$ cat src/rtl/inst_fetch_responder.sv
// -----------------------------------------------------------------------------
// inst_fetch_responder
//   Purpose     : instruction-fetch front end; serves one 16-byte line per
//                 request, from a single-line buffer on a hit or from a 4-beat
//                 memory read burst on a miss.
//   Latency     : line-buffer hit -> inst_data_ok 1 cycle after inst_index_ok;
//                 miss -> AR handshake + 4 beats + 1 response cycle.
//   Backpressure: accepts one request only in IDLE (inst_index_ok); the AR
//                 channel holds address stable until mem_arready; mem_rready
//                 is held high for the whole data phase.
//
// Configuration:
//   FETCH_LINEBUF_EN  defined   -> single-line buffer with hit path.
//                     undefined -> no line-buffer registers; every lookup
//                                  misses and the response does no fill.
//
// Ports:
//   clk, rst                 clock; synchronous active-low reset
//   inst_req/inst_index      request and 16-byte aligned line index
//   inst_index_ok            request accepted this cycle
//   inst_tag/inst_uncached   MMU result, valid in the lookup cycle
//   flush                    cancel any outstanding fetch
//   inst_data_ok/inst_rdata  one-cycle response pulse and 128-bit line
//   inst_wr/inst_size/inst_wdata   unused request fields
//   mem_ar* / mem_r*         read-address and read-data channels to memory
// -----------------------------------------------------------------------------
module inst_fetch_responder #(
  parameter int INDEX_W = 12,
  parameter int TAG_W   = 20
) (
  input  logic               clk,
  input  logic               rst,
  // fetch request
  input  logic               inst_req,
  input  logic               inst_wr,
  input  logic [1:0]         inst_size,
  input  logic [INDEX_W-1:0] inst_index,
  input  logic [31:0]        inst_wdata,
  output logic               inst_index_ok,
  // MMU result
  input  logic [TAG_W-1:0]   inst_tag,
  input  logic               inst_uncached,
  input  logic               flush,
  // response
  output logic               inst_data_ok,
  output logic [127:0]       inst_rdata,
  // memory read-address channel
  output logic               mem_arvalid,
  input  logic               mem_arready,
  output logic [31:0]        mem_araddr,
  output logic [7:0]         mem_arlen,
  // memory read-data channel
  input  logic               mem_rvalid,
  output logic               mem_rready,
  input  logic [31:0]        mem_rdata,
  input  logic               mem_rlast
);

  // Line tag covers everything above the 16-byte offset: {tag, index[hi:4]}.
  localparam int LINE_TAG_W = TAG_W + INDEX_W - 4;

  typedef enum logic [2:0] {
    S_IDLE    = 3'd0,
    S_LOOKUP  = 3'd1,
    S_MISS_AR = 3'd2,
    S_MISS_R  = 3'd3,
    S_RESP    = 3'd4
  } state_t;

  state_t               r_state;
  state_t               w_next_state;

  logic [INDEX_W-1:0]   r_index;
  logic [31:0]          r_addr;
  logic                 r_uncached;
  logic                 r_cancel;
  logic [1:0]           r_beat_cnt;
  logic [3:0][31:0]     r_beats;

  logic                 w_hit;
  logic                 w_accept;
  logic                 w_beat_fire;
  logic                 w_beat_last;
  logic [LINE_TAG_W-1:0] w_lookup_tag;

`ifdef FETCH_LINEBUF_EN
  logic                  r_line_valid;
  logic [LINE_TAG_W-1:0] r_line_tag;
  logic [127:0]          r_line_data;
`endif

  // ---------------------------------------------------------------------------
  // Combinational helpers
  // ---------------------------------------------------------------------------
  assign w_accept     = (r_state == S_IDLE) && inst_req && !flush;
  assign w_lookup_tag = {inst_tag, r_index[INDEX_W-1:4]};

`ifdef FETCH_LINEBUF_EN
  assign w_hit = r_line_valid && (r_line_tag == w_lookup_tag) && !inst_uncached;
`else
  assign w_hit = 1'b0;
`endif

  // mem_rready is high throughout MISS_R, so a valid beat always transfers.
  assign w_beat_fire = (r_state == S_MISS_R) && mem_rvalid;
  // A short burst (early rlast) still terminates the data phase.
  assign w_beat_last = w_beat_fire && (mem_rlast || (r_beat_cnt == 2'd3));

  // ---------------------------------------------------------------------------
  // FSM: state register
  // ---------------------------------------------------------------------------
  always_ff @(posedge clk) begin
    if (!rst) begin
      r_state <= S_IDLE;
    end else begin
      r_state <= w_next_state;
    end
  end

  // ---------------------------------------------------------------------------
  // FSM: next state
  // ---------------------------------------------------------------------------
  always_comb begin
    w_next_state = r_state;
    case (r_state)
      S_IDLE: begin
        if (w_accept) w_next_state = S_LOOKUP;
      end
      S_LOOKUP: begin
        if (flush)      w_next_state = S_IDLE;
        else if (w_hit) w_next_state = S_IDLE;
        else            w_next_state = S_MISS_AR;
      end
      S_MISS_AR: begin
        // A flush here does not abort the request; the burst must complete.
        if (mem_arready) w_next_state = S_MISS_R;
      end
      S_MISS_R: begin
        if (w_beat_last) w_next_state = S_RESP;
      end
      S_RESP: begin
        w_next_state = S_IDLE;
      end
      default: begin
        w_next_state = S_IDLE;
      end
    endcase
  end

  // ---------------------------------------------------------------------------
  // FSM: outputs. Everything is forced to its idle value while reset is held,
  // so a burst abandoned by reset produces no stray handshakes.
  // ---------------------------------------------------------------------------
  always_comb begin
    inst_index_ok = 1'b0;
    inst_data_ok  = 1'b0;
    inst_rdata    = 128'd0;
    mem_arvalid   = 1'b0;
    mem_araddr    = 32'd0;
    mem_arlen     = 8'd3;
    mem_rready    = 1'b0;
    if (rst) begin
      mem_araddr = r_addr;
      case (r_state)
        S_IDLE: begin
          inst_index_ok = !flush;
        end
        S_LOOKUP: begin
`ifdef FETCH_LINEBUF_EN
          if (w_hit && !flush) begin
            inst_data_ok = 1'b1;
            inst_rdata   = r_line_data;
          end
`endif
        end
        S_MISS_AR: begin
          mem_arvalid = 1'b1;
        end
        S_MISS_R: begin
          mem_rready = 1'b1;
        end
        S_RESP: begin
          // A flush arriving in this very cycle also cancels the response.
          if (!r_cancel && !flush) begin
            inst_data_ok = 1'b1;
            inst_rdata   = r_beats;
          end
        end
        default: begin
        end
      endcase
    end
  end

  // ---------------------------------------------------------------------------
  // Request / miss datapath
  // ---------------------------------------------------------------------------
  always_ff @(posedge clk) begin
    if (!rst) begin
      r_index    <= '0;
      r_addr     <= 32'd0;
      r_uncached <= 1'b0;
      r_cancel   <= 1'b0;
      r_beat_cnt <= 2'd0;
      r_beats    <= '0;
    end else begin
      if (w_accept) begin
        r_index <= inst_index;
      end

      // The MMU result is only valid during LOOKUP, so capture both the
      // address and the cacheability for use in the later miss states.
      if ((r_state == S_LOOKUP) && (w_next_state == S_MISS_AR)) begin
        r_addr     <= {inst_tag, r_index[INDEX_W-1:4], 4'b0000};
        r_uncached <= inst_uncached;
      end

      if (w_next_state == S_IDLE) begin
        r_cancel <= 1'b0;
      end else if (flush && ((r_state == S_MISS_AR) || (r_state == S_MISS_R) ||
                             (r_state == S_RESP))) begin
        r_cancel <= 1'b1;
      end

      if (w_beat_fire) begin
        r_beats[r_beat_cnt] <= mem_rdata;
        r_beat_cnt          <= r_beat_cnt + 2'd1;
      end
      // Early rlast can leave the counter mid-line; restart every burst at 0.
      if (r_state == S_RESP) begin
        r_beat_cnt <= 2'd0;
      end
    end
  end

`ifdef FETCH_LINEBUF_EN
  // ---------------------------------------------------------------------------
  // Single-line buffer. Filled by every cacheable miss, cancelled or not, so
  // the line fetched for a mispredicted path is still reusable.
  // ---------------------------------------------------------------------------
  always_ff @(posedge clk) begin
    if (!rst) begin
      r_line_valid <= 1'b0;
      r_line_tag   <= '0;
      r_line_data  <= 128'd0;
    end else if ((r_state == S_RESP) && !r_uncached) begin
      r_line_valid <= 1'b1;
      r_line_tag   <= r_addr[31:4];
      r_line_data  <= r_beats;
    end
  end
`endif

  // Request fields that a fetch-only port never uses.
  logic w_unused;
  assign w_unused = ^{inst_wr, inst_size, inst_wdata, inst_index[3:0],
                      r_index[3:0], r_uncached};

endmodule

$ cat config.mk
export PLATFORM = sky130hd
export DESIGN_NAME = inst_fetch_responder
export DESIGN_NICKNAME = d
export VERILOG_FILES = /design/src/rtl/inst_fetch_responder.sv
export SDC_FILE = /design/constraint.sdc
export NUM_CORES = 1
export LEC_CHECK = 0
export BUFFER_PORTS_ARGS = -buffer_cell sky130_fd_sc_hd__buf_2
export CORE_MARGIN = 2
export CORE_UTILIZATION = 41
export DETAILED_ROUTE_END_ITERATION = 8
export GPL_TIMING_DRIVEN = 0
export PLACE_DENSITY_LB_ADDON = 0.25
export SETUP_SLACK_MARGIN = 0.5
export SYNTH_ARGS = -nofsm -noshare
export SYNTH_HDL_FRONTEND = slang
export SYNTH_SLANG_ARGS = --single-unit
$ cat constraint.sdc
create_clock -name clk -period 1.9 [get_ports clk]
set_input_delay 0.38 -clock clk [delete_from_list [all_inputs] [get_ports clk]]
set_output_delay 0.38 -clock clk [all_outputs]
set_load 0.02 [all_outputs]
==> metrics.txt <==
sequential share of power 48.3%; Core Footprint 17900 um2; global-route wire length before repair 33.7 mm; synth unique cells 33; Area Growth Syn to Fin 43.1%; htree depth 4; routed len/inst 16.2 um; Worst-Margin Slew 0.694 ns; final worst-path cycle share 128%; hold endpoint r_addr[12]; ANT cells 0; gpl congestion 0.764; Clock Power Share 45.4%; Reg2Reg Depth 6; Gate Count Post-Synth 844; CP Class reg2out; Global Route Usage Sum 22.1%; FP Rows 49; setup slack on the worst flop-to-flop path 0.29 ns; top cell type by total area after synthesis dfxtp_1; via count 6438; initial antenna violation count 0; DIE WIDTH 139 um; endpoints failing setup 129; DR DRC count 0; CTS tree done; delay-heaviest family, CP simple AND/OR/NAND/NOR gates; final WL 21.9 mm; failing checks negative setup slack; total CTS buffers 17; Yosys warning total 0; top post-synthesis cells by area dfxtp_1 (46%), mux2i_1 (18%), and2_1 (13%); max cap viols 0; CP Max Fanout 10; reg-to-reg startpoint r_state[2]; maximum number of pins on one net before global-route repair 17; max incr delay on CP 0.38 ns; Worst slew margin 53.7%; Root Buffer clkbuf_16; CP cell instances or3_4 > nor3_4 > buf_6 > clkbuf_8 > and2_4 > buf_2; PD cells 698 nW/um2; max-slew violations 0; Power Internal 0.00566 W; crit path time final 2.44 ns; Multi-input gate area 4140 um2; Filler cells 1630; Logic pwr share 6.3%; vias per cell 4.76; Peak Freq 0.410 GHz; hold-critical path depth 3; I/O Pins 279; CTS Hold Bufs 0; worst setup margin -0.541 ns; FF-to-FF End r_addr[28]; Yosys top cell area share 45.6%; min-delay src inst_tag[0]; startpoint type of the worst setup path flip-flop; initial DRC count 273; Bufs on Longest Clock Path 2; RSZ-0062 raised after global routing yes; critical path required time 1.52 ns; Final Hold Violating Endpoints 0; power consumption 0.00745 W; slowest CP cell or3_4; Worst-Skew Late Latency 0.42 ns; vias in the first global route 6219; DPL Wire Length 15.5 mm; Layout Nets 1221; Seq/Total Area, Yosys 45.6%; Worst-path clk slew 0.07 ns; CP bufs+invs 3; WP data arrival 2.06 ns; PortBufs 226; final core utilization 59.6%; critical path depth in cells 6; Tightest Hold Check Type in2reg; Worst setup EP type output pin; worst vdd ir 0.642 mV; die height 139 um; sequential cell area 3420 um2; gr ovfl total 0; LEAKAGE 5.64 nW; Mapped Avg Cell Area 8.84 um2; pre-CTS setup slack -0.361 ns; register bit count reported by yosys 170; commonest cells after routing, fill and taps aside nand2_1 (233), buf_2 (182), dfxtp_1 (162); skew final 0.00693 ns; share of layout cells above drive strength 1 44.0%; Die ar. 19300 um2; Switching Share 24.0%; Post-Synthesis Cell Area 7460 um2; TritonRoute pass-1 iters 5; status finished with violations; commonest non-fill, non-tap cell in the layout nand2_1; CTS Sinks 170; post-route ant nets 0; Sw Pwr 0.00179 W; Initial Util 41.7%
## Yosys cell counts
cell type and n:
and4b_1 1, clkbuf_2 11, o21ba_2 1, ha_1 4, nor4_1 1, or4b_1 1, and2_1 156, nor3_1 1
buf_2 9, conb_1 2, buf_4 26, a2111oi_0 2, nand2_1 238, or3_1 1, nand2b_1 1, dfxtp_1 170
nor2b_1 1, nor4b_1 1, buf_1 2, inv_1 4, nor3_2 1, o21ai_0 1, nand3_1 1, and3_1 2
o211a_1 1, mux2i_1 136, o22ai_1 1, nor2_1 3, nor3b_1 2, and3b_1 1, clkbuf_1 26, a311oi_1 1
a21oi_1 35
## power groups by stage
stage	combinational, W	sequential (W)	clock [W]
global route	0.000505	0.00360	0.00356
CTS	0.000454	0.00360	0.00343
global placement	0.000401	0.00368	0
floorplan	0.000236	0.00368	0
detailed placement	0.000402	0.00368	0
finish	0.000468	0.00360	0.00338
## routing by layer
layer | routed length [um] | vias up | GRT usage (%) | part of all wire [%]
met5 | 0 | - | 0 | 0
met4 | 207 | 0 | 5.64 | 0.94
met3 | 1540 | 14 | 5.35 | 7.0
met2 | 10600 | 218 | 37.3 | 48
met1 | 9590 | 2984 | 28.4 | 44
li1 | - | 3222 | - | -
## worst register-to-register path: stages, from the launching register on
cell,delay (ns)
dfxtp_2,0.33
buf_8,0.14
nor4b_1,0.34
buf_4,0.25
buf_2,0.24
nand2_1,0.09
a21oi_1,0.15
## flip-flops by register name, summed over array words and instances (netlist names)
register	cells
r_addr	28
r_beat_cnt	2
r_beats	128
r_cancel	1
r_index	8
r_state	3
## stage by stage
| step | setup TNS (ns) | hold slack, ns | cell area [um2] | instances |
|---|---|---|---|---|
| 2_1_floorplan | 0 | 0.432 | 8000 | 854 |
| 3_3_place_gp | -28.31 | 0.437 | 9420 | 1309 |
| 3_5_place_dp | -31.32 | 0.442 | 9420 | 1309 |
| 4_1_cts | -64.55 | 0.181 | 10600 | 1351 |
| 5_1_grt | -71.09 | 0.192 | 10700 | 1352 |
| 6_report | -62.61 | 0.190 | 10700 | 1352 |
## how the worst max path moves through the flow
stage	start	end	slack, ns
floorplan	flush	inst_rdata[100]	0.16
global placement	flush	inst_rdata[108]	-0.34
detailed placement	flush	inst_rdata[108]	-0.36
CTS	r_state[0]	inst_rdata[64]	-0.56
global route	r_state[0]	inst_rdata[51]	-0.62
finish	r_state[1]	inst_rdata[0]	-0.54
## kinds of logic (layout without fill, tap and decap cells)
family | after synthesis | in the layout | share of synthesized area, %
simple gates | 412 | 412 | 26.7
flops | 170 | 170 | 45.6
mux | 136 | 136 | 18.2
buf+inv | 78 | 347 | 5.57
compound gates | 42 | 42 | 3.12
fa+ha+maj | 4 | 4 | 0.671
other cells | 2 | 12 | 0.101
## layout make-up
cell class | instances | area share [%]
inverters | 4 | 0.141
well taps | 229 | 2.68
plain buffers | 74 | 6.76
multi-input cells | 606 | 38.7
flip-flops and latches | 170 | 32.0
repair buffers | 237 | 14.3
clock buffers | 20 | 4.28
clock inverters | 12 | 1.08
## repair_timing
action                     CTS  global route
setup buffers                8             1
setup endpoints to repair  311           323
resized for setup          141            49
pin swaps                   35             6
cloned                       2             0
Note: power is estimated with default switching activity, not from simulation.
